`src/rtl/wb_regfile_pkg.sv`:
```
// wb_regfile_pkg: shared widths and constants for the write-back register file
package wb_regfile_pkg;
  localparam int RegNum = 32;
  localparam int RegNumLog2 = 5;
  localparam int RegWidth = 32;
  localparam logic [RegWidth-1:0] ZeroWord = '0;
  localparam logic [RegNumLog2-1:0] NOPRegAddr = '0;
endpackage

```
`src/rtl/wb_regfile_hilo_reg.sv`:
```
// hilo_reg: HI/LO register pair with same-cycle write bypass
module hilo_reg
  import wb_regfile_pkg::*;
(
  input  logic                clk,
  input  logic                rst,
  input  logic                we,
  input  logic [RegWidth-1:0] hi_i,
  input  logic [RegWidth-1:0] lo_i,
  output logic [RegWidth-1:0] hi_o,
  output logic [RegWidth-1:0] lo_o
);
  logic [RegWidth-1:0] hi, lo;
  always_ff @(posedge clk) begin
    if (rst) begin
      hi <= ZeroWord;
      lo <= ZeroWord;
    end else if (we) begin
      hi <= hi_i;
      lo <= lo_i;
    end
  end
  always_comb begin
    hi_o = rst ? ZeroWord : we ? hi_i : hi;
    lo_o = rst ? ZeroWord : we ? lo_i : lo;
  end
endmodule

```
`src/rtl/wb_regfile.sv`:
```
// wb_regfile: 32x32 GPR file plus HI/LO with write-to-read bypass for the WB stage
module wb_regfile
  import wb_regfile_pkg::*;
(
  input  logic                  clk,
  input  logic                  rst,
  input  logic                  we,
  input  logic [RegNumLog2-1:0] waddr,
  input  logic [RegWidth-1:0]   wdata,
  input  logic                  re1,
  input  logic [RegNumLog2-1:0] raddr1,
  output logic [RegWidth-1:0]   rdata1,
  input  logic                  re2,
  input  logic [RegNumLog2-1:0] raddr2,
  output logic [RegWidth-1:0]   rdata2,
  input  logic                  whilo,
  input  logic [RegWidth-1:0]   hi_i,
  input  logic [RegWidth-1:0]   lo_i,
  output logic [RegWidth-1:0]   hi_o,
  output logic [RegWidth-1:0]   lo_o
);
  logic [RegWidth-1:0] regs [RegNum];
  always_ff @(posedge clk) begin
    if (rst) begin
      for (int i = 0; i < RegNum; i++) regs[i] <= ZeroWord;
    end else if (we && waddr != NOPRegAddr) begin
      regs[waddr] <= wdata;
    end
  end
  always_comb begin
    rdata1 = (rst || raddr1 == NOPRegAddr || !re1) ? ZeroWord :
             (we && waddr == raddr1) ? wdata : regs[raddr1];
    rdata2 = (rst || raddr2 == NOPRegAddr || !re2) ? ZeroWord :
             (we && waddr == raddr2) ? wdata : regs[raddr2];
  end
  hilo_reg u_hilo (
    .clk  (clk),
    .rst  (rst),
    .we   (whilo),
    .hi_i (hi_i),
    .lo_i (lo_i),
    .hi_o (hi_o),
    .lo_o (lo_o)
  );
endmodule

```
`config.mk`:
```
export PLATFORM = sky130hd
export DESIGN_NAME = wb_regfile
export DESIGN_NICKNAME = d
export VERILOG_FILES = /design/src/rtl/wb_regfile_pkg.sv /design/src/rtl/wb_regfile_hilo_reg.sv /design/src/rtl/wb_regfile.sv
export SDC_FILE = /design/constraint.sdc
export NUM_CORES = 2
export LEC_CHECK = 0
export BUFFER_PORTS_ARGS = -buffer_cell sky130_fd_sc_hd__buf_2
export CORE_MARGIN = 3
export CORE_UTILIZATION = 38
export DETAILED_ROUTE_END_ITERATION = 8
export PLACE_DENSITY = 0.53
export SYNTH_ARGS = -nofsm -noshare
export SYNTH_HDL_FRONTEND = slang
export SYNTH_HIERARCHICAL = 1
export SYNTH_SLANG_ARGS = --single-unit
```
`constraint.sdc`:
```
create_clock -name clk -period 2.77 [get_ports clk]
set_input_delay 0.4155 -clock clk [delete_from_list [all_inputs] [get_ports clk]]
set_output_delay 0.4155 -clock clk [all_outputs]
set_load 0.05 [all_outputs]
```
==> results by group <==
Power and ir drop
  – Sw frac: 26.3%
  – P_int: 0.0308 W
  – VDD IR max: 0.507 mV
  – Clock group share of total power: 38.2%
  – P per Cell Area: 580 mW/mm2
  – Leak: 26.5 nW
  – Switching pwr: 0.0110 W
  – Power share of the combinational group: 15.3%
  – Sequential power share: 46.4%

Min path
  – Type of the worst min-delay path: primary input to flip-flop
  – WHS Path Cells: 3
  – HP Start: whilo

CTS
  – Longest Clk Path Bufs: 3
  – Clk slew on worst S/H paths: 0.06 ns
  – H-tree levels: 3
  – Clk sink count: 1088
  – Root buf cell: clkbuf_16
  – CTS tree: done
  – Worst-Skew Late Latency: 0.73 ns
  – Number of buffers created by CTS: 120

Yosys
  – Top-area cell type share of the netlist area: 53.8%
  – Yosys warnings: 6
  – Top cells by area, synth: edfxtp_1 54%, mux4_2 15%, and2_1 11%
  – Syn avg cell area: 14.3 um2
  – Post-synth ARST share: 0%
  – Yosys cell types: 52
  – FF+latch count, synth: 1088
  – Synth Instances: 4004
  – Register area share after synthesis: 56.0%
  – Most frequent cells after synthesis: 1024 x edfxtp_1, 993 x and2_1, 387 x mux4_2, 317 x clkbuf_1, 316 x mux2i_1
  – Number of enable flip-flop cells after synthesis: 1024
  – Leading area contributor after synthesis: edfxtp_1
  – Count leader, synth: edfxtp_1
  – Main synth FF type: edfxtp_1
  – Mapped cell area: 0.0572 mm2

STA
  – Final WS setup: -0.469 ns
  – Final hold slack: 0.114 ns
  – RSZ-0062 raised after global routing: true
  – Tmin final: 3.24 ns
  – Fin crit share: 117%
  – Setup violators final: 64
  – Rel. slew slack: 47.0%
  – Max frequency: 309 MHz
  – Slew Viols, Final: 0
  – Worst Skew: 0 ns
  – Slew @ Worst Pin: 0.796 ns
  – Final Hold Viols: 0

Global routing
  – Overflow after GRT: 0
  – Largest net degree at the start of global routing: 63
  – Total GRT Usage: 28.3%
  – Vias in the first global route: 39900
  – First-pass GRT wire length: 313 mm
  – Number of antenna violations at the first check in global routing: 13

Critical path
  – Worst EP required: 2.35 ns
  – R2R Path Start: u_hilo/hi[24]$_DFF_P_
  – Setup crit start kind: flip-flop
  – Worst-path maximum fanout: 2
  – Worst-case reg-to-reg path depth: 2
  – Worst Path Arrival: 2.82 ns
  – Crit path kind: flip-flop to output port
  – Worst Setup SP: regs[9][12]$_SDFFCE_PN0P_
  – Setup crit end kind: output port

Route
  – Vias: 40200
  – Post-DR wirelength/cell: 33.2 um
  – Pre-antenna DRT Iters: 7
  – Drt total wl: 223 mm
  – Via-to-Cell Ratio: 5.97
  – DRT iter0 DRCs: 5133
  – Detail Route Antenna Nets: 0
  – Drc violations: 0

Floorplanning
  – Die span in x: 394 um
  – Core Rows: 141
  – Die area: 0.155 mm2
  – IO Pins: 245
  – Starting Density: 38.5%
  – Core region area: 0.149 mm2
  – Die Ht: 394 um

Outcome
  – Failing checks: negative setup slack
  – Status: finished, violations left

Place
  – Routability Congestion: 0.882
  – Dpl hpwl: 146 mm
  – IO buf count: 244

Run
  – Max-cap violations: 0

Cells and area
  – Share of layout cells above drive strength 1: 34.4%
  – Fillers: 12600
  – Area growth from synthesis to layout: 25.9%
  – Final #Nets: 4732
  – Post-layout util: 48.4%
[path summary, 6_finish.rpt]
kind	endpoint	slack (ns)
max	rdata2[12]	-0.47
max reg2reg	u_hilo/hi[24]$_DFF_P_	2.08
min	u_hilo/lo[16]$_DFF_P_	0.11
min reg2reg	u_hilo/hi[15]$_DFF_P_	0.50
[per-layer routing]
layer / vias up / track usage (%) / share of wire [%]
li1: 16600 / - / -
met1: 20800 / 39.3 / 40
met2: 2349 / 44.0 / 46
met3: 413 / 5.54 / 9.8
met4: 0 / 10.8 / 4.1
met5: - / 0 / 0
[per-stage QoR]
step / setup TNS, ns / worst slack, ns / std cells / power (W) / instance area [um2]
2_1_floorplan: 0 / 0.0254 / 4035 / 0.0228 / 57300
3_3_place_gp: -20.41 / -1.00 / 6391 / 0.0255 / 65600
3_5_place_dp: -21.05 / -1.03 / 6391 / 0.0255 / 65600
4_1_cts: -19.44 / -0.535 / 6700 / 0.0418 / 71600
5_1_grt: -21.22 / -0.551 / 6720 / 0.0429 / 72000
6_report: -16.31 / -0.469 / 6723 / 0.0417 / 72000
[sequential cells by signal, indices dropped and copies added (netlist names)]
signal     flops
regs        1024
u_hilo/hi     32
u_hilo/lo     32
[power groups by stage]
stage | clock, W | sequential, W | combinational, W
final | 0.0160 | 0.0194 | 0.00641
after global routing | 0.0168 | 0.0195 | 0.00665
after CTS | 0.0162 | 0.0193 | 0.00628
after detailed placement | 0 | 0.0197 | 0.00584
after global placement | 0 | 0.0197 | 0.00582
after floorplan | 0 | 0.0195 | 0.00330
[repair_timing]
action / 4_1_cts / 5_1_grt
hold buffers: 64 / 0
setup endpoints to repair: 64 / 64
setup buffers: 30 / 17
hold endpoints to repair: 64 / 0
cloned: 1 / 0
gates resized for setup: 248 / 48
pin swaps: 162 / 11
[cell type report]
| cell class | count | area (um2) | share of cell area (%) |
|---|---|---|---|
| clock inverter | 63 | 480 | 0.667 |
| antenna | 6 | 15.0 | 0.0208 |
| clock buffer | 159 | 3410 | 4.73 |
| sequential | 1088 | 32000 | 44.5 |
| inverter | 2 | 10.0 | 0.0139 |
| tap | 2002 | 2500 | 3.48 |
| timing repair buffer | 890 | 8720 | 12.1 |
| multi-input combinational | 2513 | 24800 | 34.5 |
[worst max-delay path: stages, from the launching register on]
cell,delay (ns)
edfxtp_1,0.43
mux4_2,0.48
a22o_4,0.27
a2111oi_4,0.29
buf_4,0.19
a21oi_2,0.04
a22o_1,0.22
buf_6,0.16
[cell usage in the layout (no fill, tap or decap), types with 7 or more instances in the layout]
| master | netlist | layout |
|---|---|---|
| o21ai_0 | 33 | 31 |
| a221o_1 | 31 | 30 |
| a2111oi_4 | 0 | 25 |
| nor2b_1 | 36 | 20 |
| clkinv_1 | 1 | 20 |
| clkbuf_1 | 317 | 21 |
| a22oi_1 | 62 | 56 |
| edfxtp_1 | 1024 | 1024 |
| or2_2 | 32 | 32 |
| buf_12 | 0 | 158 |
| conb_1 | 1 | 32 |
| buf_2 | 59 | 170 |
| o221ai_1 | 32 | 32 |
| nand3b_1 | 7 | 7 |
| a211oi_2 | 0 | 24 |
| nand2_1 | 74 | 74 |
| a22o_4 | 0 | 13 |
| dfxtp_1 | 64 | 64 |
| and2_1 | 993 | 992 |
| a31oi_2 | 0 | 9 |
| clkbuf_16 | 0 | 129 |
| nor2_1 | 101 | 66 |
| clkbuf_8 | 0 | 8 |
| mux4_2 | 387 | 387 |
| o22ai_1 | 31 | 31 |
| buf_4 | 17 | 445 |
| a22o_1 | 62 | 49 |
| buf_6 | 13 | 45 |
| a21oi_1 | 94 | 60 |
| a31oi_1 | 31 | 19 |
| a221oi_2 | 0 | 9 |
| a221oi_1 | 63 | 54 |
| clkinv_2 | 0 | 29 |
| mux2i_1 | 316 | 315 |
| a21oi_2 | 0 | 31 |
| nor2b_4 | 0 | 16 |
| dlygate4sd3_1 | 0 | 64 |
| nor2_4 | 0 | 36 |
[cells by family after synthesis]
logic type / after synthesis / synth area share, %
AOI/OAI and AO/OA: 505 / 6.63
xor gates and xnor gates: 10 / 0.153
buffers and inverters: 434 / 3.38
DFF: 1088 / 56.0
muxes: 704 / 20.8
other: 1 / 0.00656
and+or+nand+nor: 1262 / 13.1
No activity file was read; power rests on OpenSTA's default activity.
